File: src/rtl/mem_seq_ctrl.sv
// Multi-cycle fetch/decode/data/commit sequencer sharing one
// single-port memory between instruction fetch and lw/sw access.
module mem_seq_ctrl #(
    parameter int unsigned TIMEOUT = 255
) (
    input  logic        clk,
    input  logic        rst,
    input  logic [31:0] pc,
    input  logic        mem_rd,
    input  logic        mem_wr,
    input  logic [31:0] data_addr,
    input  logic [31:0] wdata,
    output logic [31:0] instr,
    output logic [31:0] rdata_out,
    output logic        core_en,
    output logic        m_req,
    output logic        m_we,
    output logic [31:0] m_addr,
    output logic [31:0] m_wdata,
    input  logic        m_ready,
    input  logic [31:0] m_rdata,
    output logic        halted,
    output logic [1:0]  err,
    output logic [31:0] instret
);

    typedef enum logic [2:0] {
        S_IDLE,
        S_FETCH,
        S_DECODE,
        S_DATA,
        S_COMMIT,
        S_HALT
    } state_e;

    localparam logic [31:0] NOP    = 32'h0000_0013;
    localparam logic [16:0] TO_LIM = 17'(TIMEOUT);

    state_e      state_q, state_d;
    logic [31:0] instr_q, instr_d;
    logic [31:0] rdata_q, rdata_d;
    logic [31:0] addr_q, addr_d;
    logic        we_q, we_d;
    logic [31:0] wdata_q, wdata_d;
    logic        halted_q, halted_d;
    logic [1:0]  err_q, err_d;
    logic [31:0] instret_q, instret_d;
    logic [15:0] wait_q, wait_d;
    logic [16:0] wait_inc;

    assign wait_inc = {1'b0, wait_q} + 17'd1;

    always_comb begin
        state_d   = state_q;
        instr_d   = instr_q;
        rdata_d   = rdata_q;
        addr_d    = addr_q;
        we_d      = we_q;
        wdata_d   = wdata_q;
        halted_d  = halted_q;
        err_d     = err_q;
        instret_d = instret_q;
        wait_d    = wait_q;
        m_req     = 1'b0;
        core_en   = 1'b0;

        case (state_q)
            S_IDLE: begin
                state_d = S_FETCH;
                wait_d  = '0;
            end
            S_FETCH: begin
                m_req  = 1'b1;
                addr_d = pc;
                we_d   = 1'b0;
                if (m_ready) begin
                    instr_d = m_rdata;
                    state_d = S_DECODE;
                end else begin
                    wait_d = wait_inc[15:0];
                    if (wait_inc >= TO_LIM) begin
                        state_d  = S_HALT;
                        halted_d = 1'b1;
                        err_d    = 2'b11;
                    end
                end
            end
            S_DECODE: begin
                if (mem_rd && mem_wr) begin
                    state_d  = S_HALT;
                    halted_d = 1'b1;
                    err_d    = 2'b01;
                end else if ((mem_rd || mem_wr) && data_addr[1:0] != 2'b00) begin
                    state_d  = S_HALT;
                    halted_d = 1'b1;
                    err_d    = 2'b10;
                end else if (mem_rd || mem_wr) begin
                    state_d = S_DATA;
                    wait_d  = '0;
                end else begin
                    state_d = S_COMMIT;
                end
            end
            S_DATA: begin
                m_req   = 1'b1;
                addr_d  = data_addr;
                we_d    = mem_wr;
                wdata_d = wdata;
                if (m_ready) begin
                    if (!mem_wr) begin
                        rdata_d = m_rdata;
                    end
                    state_d = S_COMMIT;
                end else begin
                    wait_d = wait_inc[15:0];
                    if (wait_inc >= TO_LIM) begin
                        state_d  = S_HALT;
                        halted_d = 1'b1;
                        err_d    = 2'b11;
                    end
                end
            end
            S_COMMIT: begin
                core_en   = 1'b1;
                instret_d = instret_q + 32'd1;
                state_d   = S_FETCH;
                wait_d    = '0;
            end
            S_HALT: begin
                state_d = S_HALT;
            end
            default: begin
                state_d = S_IDLE;
            end
        endcase
    end

    // Bus fields are driven from next-state so the address follows
    // the live pc/data_addr while a request is open and holds afterwards.
    assign m_addr    = addr_d;
    assign m_we      = we_d;
    assign m_wdata   = wdata_d;
    assign instr     = instr_q;
    assign rdata_out = rdata_q;
    assign halted    = halted_q;
    assign err       = err_q;
    assign instret   = instret_q;

    always_ff @(posedge clk) begin
        if (rst) begin
            state_q   <= S_IDLE;
            instr_q   <= NOP;
            rdata_q   <= '0;
            addr_q    <= '0;
            we_q      <= 1'b0;
            wdata_q   <= '0;
            halted_q  <= 1'b0;
            err_q     <= 2'b00;
            instret_q <= '0;
            wait_q    <= '0;
        end else begin
            state_q   <= state_d;
            instr_q   <= instr_d;
            rdata_q   <= rdata_d;
            addr_q    <= addr_d;
            we_q      <= we_d;
            wdata_q   <= wdata_d;
            halted_q  <= halted_d;
            err_q     <= err_d;
            instret_q <= instret_d;
            wait_q    <= wait_d;
        end
    end

endmodule

File: config.mk
export PLATFORM = sky130hd
export DESIGN_NAME = mem_seq_ctrl
export DESIGN_NICKNAME = d
export VERILOG_FILES = /design/src/rtl/mem_seq_ctrl.sv
export SDC_FILE = /design/constraint.sdc
export NUM_CORES = 1
export LEC_CHECK = 0
export CORE_MARGIN = 3
export CORE_UTILIZATION = 48
export CTS_CLUSTER_SIZE = 30
export DETAILED_ROUTE_END_ITERATION = 8
export PLACE_DENSITY = 0.95
export RECOVER_POWER = 50
export SETUP_SLACK_MARGIN = 0.3
export SLEW_MARGIN = 20
export SYNTH_ARGS = -nofsm -noshare
export SYNTH_HDL_FRONTEND = slang
export SYNTH_SLANG_ARGS = --single-unit
File: constraint.sdc
create_clock -name clk -period 6.1 [get_ports clk]
set_input_delay 1.22 -clock clk [delete_from_list [all_inputs] [get_ports clk]]
set_output_delay 1.22 -clock clk [all_outputs]
set_load 0.1 [all_outputs]
==> key figures <==
Run status
  • Outcome: finished with violations
  • Failing checks: max-capacitance violations, max-slew violations

CTS
  • Post-CTS setup buffer count: 0
  • Clk slew on worst S/H paths: 0.07 ns
  • CTS Buf Count: 17
  • Clock buffer depth: 2
  • Clock sinks: approximately 180
  • Worst skew pair latency: 0.43 ns
  • CTS tree: built
  • Post-CTS Hold Fix Bufs: 0
  • Resized cells post-CTS: 0
  • Clock root buffer: clkbuf_16
  • H-tree depth: 4

STA
  • Max Clock Freq: 212 MHz
  • Setup violators final: 0
  • Setup_tns: 0 ns
  • Post-route setup slack: ~1.4 ns
  • Max-slew headroom: -77.0%
  • Worst Tran Pin Value: 2.65 ns
  • Part of the cycle the worst path needs: 77.2%
  • Max-slew violation count: around 190
  • Worst Skew: 0.00939 ns
  • Final Hold Fails: 0
  • RSZ-0062 raised after global routing: false
  • Min cycle time layout: 4.71 ns

Worst setup path
  • CP endpoint kind: flip-flop
  • Critical path class: in2reg
  • Startpoint types: input pin
  • WP data required: around 6.3 ns
  • CP Max Fanout: roughly 130
  • CP Data Arrival Time: 4.91 ns

GRT
  • Total track usage: 25.9%
  • Largest net degree at the start of global routing: 135
  • First-pass GRT wire length: about 37000 um
  • Antenna violations before repair: 2
  • Grt total ovfl: 0
  • Vias in the first global route: 7448

Routing
  • Initial drt markers: ~520
  • Via count: 7626
  • Residual DRC: 0
  • Pre-Repair DR Iteration Count: 7
  • Antenna-violating nets left: 0
  • Total wire length: 24000 um
  • Vias per cell: 5.36
  • DR WL/cell: 16.9 um

Synthesis
  • Largest family of logic cells by synthesized area: simple AND/OR/NAND/NOR gates
  • Mux cell area share after synthesis: 8.83%
  • FFs w/ async S/R, synth: 0%
  • Syn avg cell area: 8.43 um^2
  • Compound-cell area share of the yosys netlist: 11.1%
  • Count of cell types in the netlist: between 50 and 60
  • Post-synthesis sequential area ratio: 46.9%
  • Post-synth top flop: dfxtp_1
  • Synth Register Bits: 183
  • Post-Syn Nets: 1063
  • Synth warnings: 0
  • Synth Area in XOR/XNOR: approximately 3.5%
  • EDFF count, synth: 0
  • Post-Syn Area: 7820 um^2
  • Cell count after synthesis: 927
  • Synth Area in Simple Gates: about a quarter
  • Post-Synth Adder-Cell Area: 0.480%

Floorplanning
  • Die X: roughly 130 um
  • Die Footprint: 17900 um^2
  • Die H: 134 um
  • Core Rows: 46
  • Total core area: 15900 um^2
  • # IOs: 299
  • Starting Density: 49.2%

Power and ir drop
  • Static leakage: 0.00418 uW
  • Largest vdd supply drop: 0.198 mV
  • Pwr Density: 262 nW/um^2

Layout
  • Fin nets: 1327
  • Share of layout cells above drive strength 1: under 10%
  • Area Overhead vs Synth: 45.8%

Run
  • Max-Cap Viols: 2

Placement
  • Pre-CTS setup slack: 1.39 ns
  • Hpwl dp: 17100 um
  • GP Congestion: around 0.9
  • IO Port Bufs: 298

Hold path
  • Worst Hold Class: reg2reg
[critical path, cell delays in order]
cell      delay (ns)
clkbuf_2        1.85
clkbuf_1        1.63
a21oi_1         0.15
[worst paths after layout]
path	to	slack, ns	startpoint	depth (start not counted)
setup / recovery	rdata_out[16]$_SDFFE_PP0P_	1.39	rst	3
hold / removal	instr[25]$_SDFFE_PP0P_	0.45	instr[25]$_SDFFE_PP0P_	2
setup reg to reg	rdata_out[26]$_SDFFE_PP0P_	2.95	state_q[2]$_SDFF_PP0_	9
hold reg to reg	instr[25]$_SDFFE_PP0P_	0.45	instr[25]$_SDFFE_PP0P_	2
[flip-flops by register name (all words and copies together), names as in the netlist]
signal     count
err            2
state_q        3
addr_q        32
wait_q        16
rdata_out     32
instret       32
we_q           1
instr         32
halted         1
wdata_q       32
[layout by cell type, fill, tap and decap left out, types with 5 or more instances in the layout]
cell type / count
a21oi_1: 81
a22oi_1: 5
a31oi_1: 6
and3_1: 5
and4_1: 7
buf_4: 37
clkbuf_16: 17
clkdlybuf4s50_1: 247
dfxtp_1: 182
dlygate4sd3_1: 18
inv_1: 15
inv_6: 5
mux2_2: 32
mux2i_1: 33
nand2_1: 196
nand3_1: 13
nand4_1: 15
nor2_1: 62
nor2b_1: 67
nor3_1: 8
nor4_1: 6
o21ai_0: 49
or3_1: 6
xnor2_1: 13
xor2_1: 18
[final cells by class]
class                           instances  area, um^2
Timing Repair Buffer                  305        2970
Inverter                               16        60.1
Sequential cell                       183        3660
Multi-Input combinational cell        668        3870
Clock buffer                           17         425
Clock inverter                         15         141
Fill cell                            1173        4480
Tap cell                              216         270
Antenna cell                            2        5.00
[per-layer routing]
layer / GRT usage [%] / up-vias / share of wire [%]
met3: 7.40 / 90 / 7.3
li1: - / 3654 / -
met1: 28.0 / 3528 / 37
met5: 0 / - / 0
met4: 14.1 / 0 / 5.5
met2: 45.6 / 354 / 50
[synth_stat cells, drive strengths merged, types with 2 or more instances]
master	number	area, um^2
and4bb	2	28.8
or3	7	43.8
a21oi	81	405
nand2b	3	18.8
nand4b	2	17.5
nor3	10	50.1
xor2	18	158
nand2	196	736
a31oi	6	37.5
inv	16	60.1
o21ai	49	245
clkbuf	46	174
nor3b	2	31.3
dfxtp	183	3660
nand3b	4	30.0
xnor2	13	114
mux2i	33	330
a22oi	5	37.5
a311oi	4	35.0
and4	7	61.3
o22ai	4	25.0
nor4	7	50.1
ha	3	37.5
nand3	14	75.1
and3	5	31.3
buf	14	65.1
nor2	62	233
or4	2	15.0
nand4	17	128
a211oi	3	22.5
mux2	32	360
nor2b	67	419
[stage by stage]
| stage | instance area [um^2] | hold WS [ns] | std cells | total power (uW) | utilization [%] |
|---|---|---|---|---|---|
| floorplan | 7820 | 0.480 | 927 | 1750 | - |
| global placement | 10800 | 0.441 | 1387 | 1950 | 68.1 |
| finish | 11400 | 0.451 | 1422 | 2990 | 71.8 |
| CTS | 11400 | 0.457 | 1420 | 3010 | 71.8 |
| detailed placement | 10800 | 0.448 | 1388 | 1960 | 68.2 |
| global route | 11400 | 0.476 | 1422 | 3090 | 71.8 |
[power breakdown]
part | switching [uW] | internal, uW
clock | 516 | 540
sequential | 22.0 | 1230
combinational | 483 | 201
total | 1020 | 1970
[kinds of logic (layout without fill, tap and decap cells)]
group	Yosys count	count (layout)
AND/OR/NAND/NOR	410	410
AO/OA/AOI/OAI	159	159
other	0	2
XOR/XNOR	31	31
flip-flops	183	183
multiplexers	65	65
adder cells (fa/ha/maj)	3	3
buffers and inverters	76	353
Note: power is estimated with default switching activity, not from simulation.
